File: src/rtl/mc_ctrl.sv
// Multi-cycle MIPS-subset control FSM (IF/ID/EX/MEM/WB) with halt handshake, retired count and illegal-op trap.
// Moore outputs from registered state plus IR decode; 3-5 cycles per instruction; Halt only honoured at instruction end.
module mc_ctrl (
  input  logic        Clk,
  input  logic        Clr,
  input  logic [5:0]  OP,
  input  logic [5:0]  func,
  input  logic        Z,
  input  logic        Overflow,
  input  logic        Halt,
  output logic        PCWr,
  output logic        PCWrCond,
  output logic        IorD,
  output logic        IRWr,
  output logic        MemWr,
  output logic        RegWr,
  output logic        RegDst,
  output logic        MemtoReg,
  output logic        ALUSrcA,
  output logic        ExtOp,
  output logic [1:0]  ALUSrcB,
  output logic [1:0]  PCSrc,
  output logic [2:0]  ALUctr,
  output logic [2:0]  State,
  output logic        InstDone,
  output logic [31:0] InstCnt,
  output logic        Err
);

  typedef enum logic [2:0] {
    S_IF   = 3'b000,
    S_ID   = 3'b001,
    S_EX   = 3'b010,
    S_MEM  = 3'b011,
    S_WB   = 3'b100,
    S_HALT = 3'b101,
    S_TRAP = 3'b110
  } state_t;

  state_t      r_state;
  state_t      w_next;
  logic [31:0] r_instcnt;
  logic        r_ovf;
  logic        r_err;
  logic        w_done;

  // The branch compare result is consumed by the datapath, never by the FSM.
  logic w_unused;
  assign w_unused = Z;

  logic w_rtype, w_addi, w_ori, w_lw, w_sw, w_beq, w_j;
  logic w_r_legal, w_legal, w_alu_ovf;
  logic [2:0] w_r_aluctr;

  assign w_rtype = (OP == 6'b000000);
  assign w_addi  = (OP == 6'b001000);
  assign w_ori   = (OP == 6'b001101);
  assign w_lw    = (OP == 6'b100011);
  assign w_sw    = (OP == 6'b101011);
  assign w_beq   = (OP == 6'b000100);
  assign w_j     = (OP == 6'b000010);

  always_comb begin
    w_r_aluctr = 3'b000;
    w_r_legal  = 1'b1;
    case (func)
      6'b100000: w_r_aluctr = 3'b000;
      6'b100010: w_r_aluctr = 3'b001;
      6'b100100: w_r_aluctr = 3'b010;
      6'b100101: w_r_aluctr = 3'b011;
      6'b101010: w_r_aluctr = 3'b100;
      default:   w_r_legal  = 1'b0;
    endcase
  end

  assign w_legal   = (w_rtype & w_r_legal) | w_addi | w_ori | w_lw | w_sw | w_beq | w_j;
  assign w_alu_ovf = (w_rtype & ((func == 6'b100000) | (func == 6'b100010))) | w_addi;

  always_ff @(posedge Clk or posedge Clr) begin
    if (Clr) r_state <= S_IF;
    else     r_state <= w_next;
  end

  always_ff @(posedge Clk or posedge Clr) begin
    if (Clr) begin
      r_instcnt <= 32'd0;
      r_ovf     <= 1'b0;
      r_err     <= 1'b0;
    end else begin
      if (w_done) r_instcnt <= r_instcnt + 32'd1;
      if (r_state == S_EX) r_ovf <= w_alu_ovf & Overflow;
      if (w_next == S_TRAP) r_err <= 1'b1;
    end
  end

  always_comb begin
    PCWr     = 1'b0;
    PCWrCond = 1'b0;
    IorD     = 1'b0;
    IRWr     = 1'b0;
    MemWr    = 1'b0;
    RegWr    = 1'b0;
    RegDst   = 1'b0;
    MemtoReg = 1'b0;
    ALUSrcA  = 1'b0;
    ExtOp    = 1'b0;
    ALUSrcB  = 2'b00;
    PCSrc    = 2'b00;
    ALUctr   = 3'b000;
    w_done   = 1'b0;
    w_next   = r_state;
    case (r_state)
      S_IF: begin
        IRWr    = 1'b1;
        ALUSrcB = 2'b01;
        PCWr    = 1'b1;
        w_next  = S_ID;
      end
      S_ID: begin
        ALUSrcB = 2'b11;
        ExtOp   = 1'b1;
        w_next  = w_legal ? S_EX : S_TRAP;
      end
      S_EX: begin
        if (w_rtype) begin
          ALUSrcA = 1'b1;
          ALUctr  = w_r_aluctr;
        end else if (w_addi | w_lw | w_sw) begin
          ALUSrcA = 1'b1;
          ALUSrcB = 2'b10;
          ExtOp   = 1'b1;
        end else if (w_ori) begin
          ALUSrcA = 1'b1;
          ALUSrcB = 2'b10;
          ALUctr  = 3'b011;
        end else if (w_beq) begin
          ALUSrcA  = 1'b1;
          ALUctr   = 3'b001;
          PCWrCond = 1'b1;
          PCSrc    = 2'b01;
        end else if (w_j) begin
          PCWr  = 1'b1;
          PCSrc = 2'b10;
        end
        if (w_beq | w_j)     w_done = 1'b1;
        else if (w_lw | w_sw) w_next = S_MEM;
        else                  w_next = S_WB;
      end
      S_MEM: begin
        IorD  = 1'b1;
        MemWr = w_sw;
        if (w_sw) w_done = 1'b1;
        else      w_next = S_WB;
      end
      S_WB: begin
        // A signed overflow in EX suppresses the ALU writeback.
        RegWr    = w_lw | ~r_ovf;
        RegDst   = w_rtype;
        MemtoReg = w_lw;
        w_done   = 1'b1;
      end
      S_HALT:  w_next = Halt ? S_HALT : S_IF;
      S_TRAP:  w_next = S_TRAP;
      default: w_next = S_IF;
    endcase
    if (w_done) w_next = Halt ? S_HALT : S_IF;
    if (Clr) begin
      PCWr     = 1'b0;
      PCWrCond = 1'b0;
      IRWr     = 1'b0;
      MemWr    = 1'b0;
      RegWr    = 1'b0;
    end
  end

  assign State    = r_state;
  assign InstDone = w_done;
  assign InstCnt  = r_instcnt;
  assign Err      = r_err;

endmodule

File: config.mk
export PLATFORM = sky130hd
export DESIGN_NAME = mc_ctrl
export DESIGN_NICKNAME = d
export VERILOG_FILES = /design/src/rtl/mc_ctrl.sv
export SDC_FILE = /design/constraint.sdc
export NUM_CORES = 1
export LEC_CHECK = 0
export CORE_AREA = 2 2 55 96
export CTS_CLUSTER_SIZE = 14
export DETAILED_ROUTE_END_ITERATION = 10
export DIE_AREA = 0 0 57 98
export GPL_TIMING_DRIVEN = 0
export PLACE_DENSITY_LB_ADDON = 0.15
export SYNTH_ARGS = -nofsm -noshare
export SYNTH_HDL_FRONTEND = slang
export SYNTH_SLANG_ARGS = --single-unit
File: constraint.sdc
create_clock -name Clk -period 3.6 [get_ports Clk]
set_clock_uncertainty 0.2 [all_clocks]
set_input_delay 0.54 -clock Clk [delete_from_list [all_inputs] [get_ports Clk]]
set_output_delay 0.54 -clock Clk [all_outputs]
set_load 0.01 [all_outputs]
**Word-level counts from Yosys, hierarchy flattened**

Cells that the tools add are included.

- Bits in registers: 37
- Latch bits: 0
- Bits in writable memories: 0
- ROM bits: 0
- Input port bits: 17
- Output and inout bits: 54
- Word-level logic and storage cells: 99
- Memories kept: 0

- Add/sub/neg operators: 1
- Multipliers: 0
- Divide/modulo/power cells: 0
- Order comparisons: 0
- Equality and inequality tests: 18
- Shift operators: 0
- Mux-type cells: 56
- Bitwise gates (word level): 17
- Reductions and logical operators: 3

Operator list:

| kind | count |
|---|---|
| == test 6 bit (second input constant) | 7 |
| adder 32 x 1 -> 32 bit (second input constant) | 1 |
| 2-to-1 mux 1 bit | 31 |
| 2-to-1 mux 3 bit | 8 |
| 2-to-1 mux 2 bit | 11 |
| case mux 3 bit (7 select lines) | 1 |
| bitwise OR 1 bit | 13 |
| == test 3 bit (second input constant) | 4 |
| == test 6 x 4 -> 1 bit (second input constant) | 2 |
| case mux 3 bit (4 select lines) | 1 |
| == test 3 x 2 -> 1 bit (second input constant) | 2 |
| == test 6 x 2 -> 1 bit (second input constant) | 1 |
| == test 6 x 3 -> 1 bit (second input constant) | 1 |
| logical NOT 6 bit | 1 |
| case mux 2 bit (3 select lines) | 1 |
| OR reduction 5 bit | 1 |
| case mux 1 bit (2 select lines) | 2 |
| bitwise AND 1 bit | 3 |
| == test 3 x 1 -> 1 bit (second input constant) | 1 |
| logical NOT 3 bit | 1 |
| case mux 1 bit (3 select lines) | 1 |
| inverter 1 bit | 1 |

**Logic depth before layout (Yosys ltp)**

Gate-level depths: netlist (run 1).

- Word-level depth: 14
- Depth in mapped cells: 6

**Worst setup path before layout (run 1)**

OpenSTA, ideal clock, no wires.

- Path kind: input -> output
- Start: input OP[1]
- End: output PCWr
- Data arrival time: 1.926 ns
- Data required time: 2.860 ns
- Path slack: 0.934 ns
- Stages on the path: 4
- Path buffers: 1
- Path through: buf_4 -> nor3b_1 -> nand3_1 -> a2111oi_0

- Longest elaborated chain between the ends: 8
- Elaborated cells on any way between the ends: 16
- Those cells by class: 6 x eq/ne; 7 x mux; 2 x bitwise; 1 x reduce/logical

RTL lines:

| element | RTL line | source |
|---|---|---|
| start: declaration | 6 | `input logic [5:0] OP,` |
| == test 6 x 2 -> 1 bit | 61 | `assign w_j = (OP == 6'b000010);` |
| 2-to-1 mux 1 bit | 141 | `end else if (w_j) begin` |
| 2-to-1 mux 1 bit | 136 | `end else if (w_beq) begin` |
| 2-to-1 mux 1 bit | 132 | `end else if (w_ori) begin` |
| 2-to-1 mux 1 bit | 128 | `end else if (w_addi \| w_lw \| w_sw) begin` |
| 2-to-1 mux 1 bit (*) | 125 | `if (w_rtype) begin` |
| case mux 1 bit (2 select lines) (*) | 112 | `case (r_state)` |
| 2-to-1 mux 1 bit (*) | 167 | `if (Clr) begin` |
| end: declaration | 11 | `output logic PCWr,` |

Every way passes the cells marked *; elsewhere a longest branch is shown, timed or not.

**Worst setup path in the final report (run 1)**

- Start: input OP[2]
- End: output ALUSrcB[1]

- Longest elaborated chain between the ends: 6
- Elaborated cells on any way between the ends: 11
- Those cells by class: 4 x eq/ne; 4 x mux; 2 x bitwise; 1 x reduce/logical

RTL lines:

| element | RTL line | source |
|---|---|---|
| == test 6 x 4 -> 1 bit / == test 6 bit (equally long branches) | 56, 58 |  |
| bitwise OR 1 bit (2 in series) | 128 |  |
| 2-to-1 mux 2 bit | 128 |  |
| 2-to-1 mux 2 bit (*) | 125 |  |
| case mux 2 bit (3 select lines) (*) | 112 |  |
| end: declaration | 21 | `output logic [1:0] ALUSrcB,` |

Marks and branches as above.

==> results of run 1 <==
-- state kept, by name (all words and copies together) (netlist names) --
signal   count
InstCnt     32
Err          1
r_ovf        1
State        3
-- worst register-to-register path, stage by stage (launching register included) --
cell and delay [ps]:
dfrtp_1 480, nor3b_1 540, a31oi_1 280, a21boi_2 360
and3_1 230, xor2_1 170
-- synthesized netlist by cell type (2+ instances only) --
library cell	number	area, sq um
xor2_1	16	140
a21boi_2	2	22.5
and2_1	3	18.8
nand2b_1	2	12.5
and3_1	5	31.3
nand4b_1	2	17.5
xnor2_1	19	166
nand4_1	9	56.3
a22o_1	2	17.5
a22oi_1	2	15.0
nor3b_1	5	37.5
inv_1	11	41.3
buf_2	2	10.0
nor4_1	3	18.8
o21ai_2	2	17.5
a21oi_1	11	55.1
nor3_1	16	80.1
clkbuf_1	5	18.8
o21ai_0	6	30.0
o31ai_1	2	15.0
nand2_1	19	71.3
nand3_1	16	80.1
dfrtp_1	37	926
nor2_1	20	75.1
a31oi_1	2	12.5
or3b_2	2	17.5
-- cells by family after synthesis --
group / count (synthesis) / synth area share (%)
flops: 37 / 41.9
mux: 1 / 0.510
xor+xnor: 35 / 13.9
simple gates: 110 / 26.5
buf+inv: 19 / 3.51
compound gates: 40 / 13.1
fa+ha+maj: 1 / 0.566
-- worst max path at each step --
stage / from / end / cells past startpoint
CTS: OP[4] / PCWr / 5
floorplan: OP[1] / PCWr / 4
detailed placement: OP[0] / InstDone / 6
global route: OP[0] / InstDone / 6
finish: OP[2] / ALUSrcB[1] / 6
global placement: OP[0] / InstDone / 6
-- layout make-up --
class	count	area, sq um
Multi-Input combinational cell	187	1230
Clock buffer	5	68.8
Clock inverter	3	65.1
Fill cell	438	1730
Inverter	11	41.3
Buffer	8	36.3
Timing Repair Buffer	68	683
Tap cell	54	67.6
Sequential cell	37	926
-- report_power, final --
| part | internal, uW | leakage [uW] | switching, uW |
|---|---|---|---|
| Sequential | 476 | 0.000470 | 84.7 |
| Clock | 275 | 0.0000681 | 150 |
| Combinational | 321 | 0.000754 | 319 |
-- through the flow --
step	hold slack, ps	std cells	worst slack [ps]	setup TNS [ps]	util (%)
2_1_floorplan	251	243	934	0	-
3_3_place_gp	256	365	-1.05	-1.05	61.0
3_5_place_dp	270	365	-15.2	-15.2	61.0
4_1_cts	283	373	17.9	0	63.9
5_1_grt	307	373	21.7	0	64.3
6_report	282	373	105	0	64.3
-- layer usage --
metal  GRT usage (%)  part of all wire (%)
met5               0                     0
met3            3.44                   4.9
met1            23.2                    36
met4            10.9                   2.9
met2            39.4                    57
-- timing repair --
| item | 4_1_cts | 5_1_grt |
|---|---|---|
| pin swaps | 0 | 0 |
| hold buffers | 0 | 0 |
| gates resized for setup | 1 | 5 |
| setup endpoints to repair | 1 | 6 |
| buffers inserted | 0 | 0 |
| gates cloned | 0 | 0 |
==> run summary, run 1 <==
The CTS tree is yes. The startpoint identified for the worst register-to-register timing path is State[0]. The initial cell density of the core is a little under half. STA classifies the critical path endpoint as a primary output.

The delay of the slowest critical-path stage came out at a little under 600 ps. The ratio of cells with drive above 1 in the final layout is 9.09%. The sequential cell area fraction in the yosys report came out at 41.9%.

Global routing used a little over a fifth of the available tracks across all layers. The hold path depth is 1. Setup repair after global routing left no endpoint under its margin. The die area came out at 5590 sq um. The area growth from synthesis to layout came out at 41.1%. The global-route wire length before repair is 9680 um. The critical path goes through clkdlybuf4s50_1 -> or3b_2 -> nor2_2 -> a31oi_1 -> o31ai_1 -> clkdlybuf4s50_1. The source-to-sink clock delay at the later pin of the worst-skew pair came out at 290 ps. Along the worst path, the maximum fanout reaches 4. In this run the cell area of the synthesized design comes to 2210 sq um.

The standard cell area after detailed placement is slightly below 3000 sq um. The number of antenna repair diodes came out at 0. The residual overflow from global routing is 0. The largest individual stage delay along the critical path comes from the cell clkdlybuf4s50_1. The reg-to-reg setup timing slack came out at between 1000 and 1500 ps. The number of buffers inserted during clock tree synthesis is 5. The headroom to the max-slew limit came out at between 40% and 50%. The sum of buffers and inverters on the critical path came out at 2. The number of nets handed over by synthesis was 261.

Measured along the x axis, the die boundary spans between 50 and 60 um. The number of H-tree levels came out at 2. The arrival time of data at the critical path endpoint is roughly 2800 ps. The number of distinct standard cells referenced by the synthesized netlist is 48.

The floorplan has 34 rows. The DRC violation total after the first TritonRoute iteration came out at 64. Of all flip-flops after synthesis, the portion carrying an async set or reset was between 90% and 100%. The average cell area after synthesis is between 9 and 10 sq um. The flow ran to the end, and the final reports show no timing, DRC or antenna violations. The area of all placed cells without fillers came out at 3120 sq um. The number of cells produced by synthesis is 243. The number of antenna violations at the first check in global routing is 0. The number of clock sinks seen by CTS came out at 37. The net count of the finished layout is about 340. The number of failing setup endpoints in the final timing report is 0. The total half-perimeter wirelength after legalization and detailed placement is around 4400 um. The first-pass iteration count of the detailed router is 4.

The number of global-route vias before repair was about 2100. The endpoint identified for the worst register-to-register timing path is InstCnt[10]. The core region area is 4850 sq um.

The maximum number of pins on one net before global-route repair is 38. The worst path uses a little over nine tenths of the clock period. In the synthesized netlist the dominant register cell turns out to be dfrtp_1. The final route contains approximately 2100 vias. The aggregate routed wire length is 5830 um.

The longest clock path from root to sink contains 2 buffers. The required time at the endpoint of the critical path is between 2000 and 3000 ps. The final weighted congestion in routability-driven placement is roughly 0.90. The library cells used most frequently in the layout, excluding fill and tap cells, are clkdlybuf4s50_1 (67), dfrtp_1 (37), nand2_1 (19), xnor2_1 (19), nor2_1 (19). Buffers placed on the I/O ports in this run total between 60 and 70. The power density relative to cell area came out at 522 nW/um^2. The class of the tightest hold or removal check is register to register.

The synthesized design contains 0 enable-type register cells. The post-layout minimum cycle time is approximately 3500 ps. The worst setup path is of the primary input to primary output kind. The clock-pin slew on the worst setup and hold paths is 80 ps. VDD sags by at most approximately 0.00052 V. From bottom edge to top edge, the die measures slightly below 100 um. After layout, the design draws a total of roughly 1600 uW. The number of maximum-capacitance constraint violations is 0. The sort of element at the start of the critical path is a primary input. The count of nets left with antenna violations after detail routing is 0. The slew at the pin closest to its max-slew limit is 773 ps. Static timing analysis puts the maximum clock frequency at 286 MHz. Yosys printed 0 warnings. The detail-routed net length per standard cell came out at roughly 16 um.

Among the stages of the critical path, the cell type that occurs most often is clkdlybuf4s50_1. For this design the top-level I/O count stands at between 70 and 80. In this run the clock root is driven by a clkbuf_8. For hold timing, the worst endpoint is InstCnt[31]. The leakage component of the power came out at approximately 0.0013 uW.

The worst min-delay path startpoint is InstCnt[31]. The library cell used most frequently in the layout, excluding fill and tap cells, is clkdlybuf4s50_1. Broken down by cell family, the worst path's largest delay share belongs to buffers and inverters. The count of endpoints failing hold in the final timing report came out at 0. The number of pins exceeding their max-slew limit in the final report is 0.

Using the TritonRoute via totals, the vias-per-cell ratio works out to 5.67. The remaining design rule violation count is 0. The cell count of the worst reg-to-reg path is 5.

The number of synthesized register bits came out at 37.
No activity file was read; power rests on OpenSTA's default activity.
==> inputs of run 2 (changes only) <==
--- a/config.mk
+++ b/config.mk
@@ -5,10 +5,10 @@
 export SDC_FILE = /design/constraint.sdc
 export NUM_CORES = 1
 export LEC_CHECK = 0
-export CORE_AREA = 2 2 55 96
+export CORE_AREA = 2 2 54 93
 export CTS_CLUSTER_SIZE = 14
 export DETAILED_ROUTE_END_ITERATION = 10
-export DIE_AREA = 0 0 57 98
+export DIE_AREA = 0 0 56 95
 export GPL_TIMING_DRIVEN = 0
 export PLACE_DENSITY_LB_ADDON = 0.15
 export SYNTH_ARGS = -nofsm -noshare
==> run 2 against run 1 <==
  * Setup slack worse by 48 ps
  * Combinational power is 0.9% higher
  * Flip-flop and latch count stayed put
  * Cell area is 1.0% lower
  * Clock power is 35% lower
  * Via count is 1.8% higher
  * Sequential power hardly changed
  * Highest routed layer unchanged
  * Die area is 4.8% lower
  * Final cell count is 0.27% lower
  * Critical path type unchanged
  * First-iteration DRC count is 11% lower
==> run summary, run 2 (synthesis gave the netlist of run 1 again) <==
The DRC violation total after the first TritonRoute iteration came out at 57. STA classifies the critical path endpoint as a primary output. The aggregate routed wire length came out at roughly 5700 um. The longest clock path from root to sink contains 2 buffers. STA classifies the critical path startpoint as a primary input. For this configuration, the core starts out at a cell density of 47.8%. Along the worst path, the maximum fanout reaches 5. The floorplan step defined a die boundary enclosing ~5300 sq um. In the final routed layout, each cell accounts on average for between 15 and 20 um. The number of pins exceeding their max-slew limit in the final report came out at 0. The post-layout minimum cycle time is approximately 3500 ps.

Cells with a size suffix above 1 make up around 8% of the layout. The arrival time of data at the critical path endpoint is 2800 ps. The count of endpoints failing hold in the final timing report is 0. The most frequent standard cell in the layout excluding fill and tap cells is clkdlybuf4s50_1. The number of failing setup endpoints in the final timing report came out at 0. The number of antenna violations at the first check in global routing is 0.

Across all layers, the routed design uses between 2000 and 2500 vias. The number of buffers inserted during clock tree synthesis is 5. The repair_antennas step left the layout with diodes totalling 0.

The global-route wire length before repair is 9380 um. The library cell used as clock root buffer is clkbuf_8. The class of the tightest hold or removal check is register to register.

TritonCTS built the clock tree. The power density relative to cell area came out at approximately 480 nW/um^2. Measured against its own limit, the worst slew margin works out to 52.9%. The leakage component of the power came out at about 0.0013 uW. In this run the most used layer during global routing was met2. The number of clock sinks seen by CTS is 37.

The area growth from synthesis to layout is 39.7%. The wire-length estimate of the detail-placed layout is 4430 um. The worst slack after detailed placement came out at -17.8 ps. Across all setup checks in the final design, the least slack found is between 50 and 60 ps. The number of maximum-capacitance constraint violations came out at 0. The met2 usage is a little over two fifths. The flow ran to the end, and the final reports show no timing, DRC or antenna violations. The met3 demand-to-capacity share in global routing is ~3.2%. The first-pass iteration count of the detailed router is 4.

The multi-input combinational cell area is approximately 1200 sq um. The number of standard-cell rows in the floorplan came out at 33. Routability-driven placement finished with a final weighted congestion of 0.883.

The final-layout setup total negative slack is 0 ps. The source-to-sink clock delay at the later pin of the worst-skew pair is ~290 ps. The residual overflow from global routing came out at 0. The area occupied by registers is between 900 and 1000 sq um. The remaining design rule violation count is 0. The upper clock frequency limit came out at 282 MHz.

Setup repair after global routing could not meet its margin everywhere. The slew at the pin closest to its max-slew limit is a little over 700 ps. The flip-flop count of the largest register after layout is 32.

The total routing resource utilization after global routing is 22.6%. The core region area is 4620 sq um. The total of buffers placed on input and output ports is just under 70.

Using the TritonRoute via totals, the vias-per-cell ratio works out to 5.79. The number of hold buffers added after cts is 0. The type of the worst setup path is primary input to primary output.

The required time at the endpoint of the critical path is 2860 ps. The worst voltage drop across the vdd grid came out at ~0.00037 V. The count of filler cells inserted in the layout came out at ~400. Entering global routing, the biggest net connects 22 pins. During I/O placement, the number of pins put on the boundary was ~70.

Leaving out fill and tap cells, the most frequent cells in the layout are clkdlybuf4s50_1 (68), dfrtp_1 (37), nand2_1 (19), xnor2_1 (19), nor2_1 (19). The die outline height came out at 95 um. The clock tree synthesis step divided the H-tree into 2 levels. The number of global-route vias before repair came out at between 2000 and 2500. Global routing consumed, on the met1 layer, ~23% of the routing resources. The count of nets left with antenna violations after detail routing is 0. The portion of the clock cycle consumed by the worst path in the final layout is between 90% and 100%. The final layout net count is roughly 340. The clock-pin slew on the worst setup and hold paths came out at 70 ps.

The width of the die is 56 um.
-- run 2: cell types whose count changed in the layout (fill, tap and decap cells not counted) --
cell / delta
a211oi_1: -1
a211oi_2: +1
buf_16: +1
bufinv_16: -2
clkbuf_1: +3
clkdlybuf4s50_1: +1
clkinv_2: -1
dlymetal6s2s_1: -1
inv_1: +1
inv_2: -1
nor3_1: +1
nor3_2: -1
-- run 2: power breakdown --
group	internal, uW	leakage [uW]	switching, uW
Clock	138	0.0000395	140
Sequential	476	0.000470	81.9
Combinational	325	0.000758	321
-- run 2: what timing repair did --
item,CTS,global route
pin swaps,0,0
resized for setup,1,4
hold endpoints to repair,0,0
endpoints found under the setup margin,1,6
buffers inserted,0,0
-- run 2: critical path: stages --
cell,delay [ps]
clkdlybuf4s50_1,510
or3b_2,500
nor2_2,240
a31oi_1,150
o31ai_1,280
clkdlybuf4s50_1,580
-- run 2: through the flow --
stage	hold slack (ps)	area, sq um	instances	total power, uW	util, %
after floorplan	251	2210	243	913	-
after CTS	286	3070	372	1490	66.4
after detailed placement	276	2980	364	1210	64.5
final	271	3090	372	1480	66.7
after global routing	300	3090	372	1580	66.7
after global placement	257	2960	363	1190	63.9
-- run 2: path summary, 6_finish.rpt --
path,startpoint,endpoint,cells past startpoint,slack [ps]
max,OP[4],ALUSrcB[1],6,60
min,InstCnt[31],InstCnt[31],1,270
max reg2reg,State[2],InstCnt[26],6,1200
min reg2reg,InstCnt[31],InstCnt[31],1,270
max in group asynchronous,Clr,InstCnt[24],3,1990
min in group asynchronous,Clr,InstCnt[30],2,670
-- run 2: cell type report --
class,count,area share [%]
multi-input combinational,187,39.8
sequential,37,30.0
timing repair buffer,69,22.9
clock buffer,8,2.59
tap,52,2.11
inverter,11,1.34
buffer,8,1.18
-- run 2: metal layers --
layer,up-vias,share of wire [%]
li1,1017,-
met1,1038,35
met4,0,4.0
met5,-,0
met3,16,4.0
met2,82,57
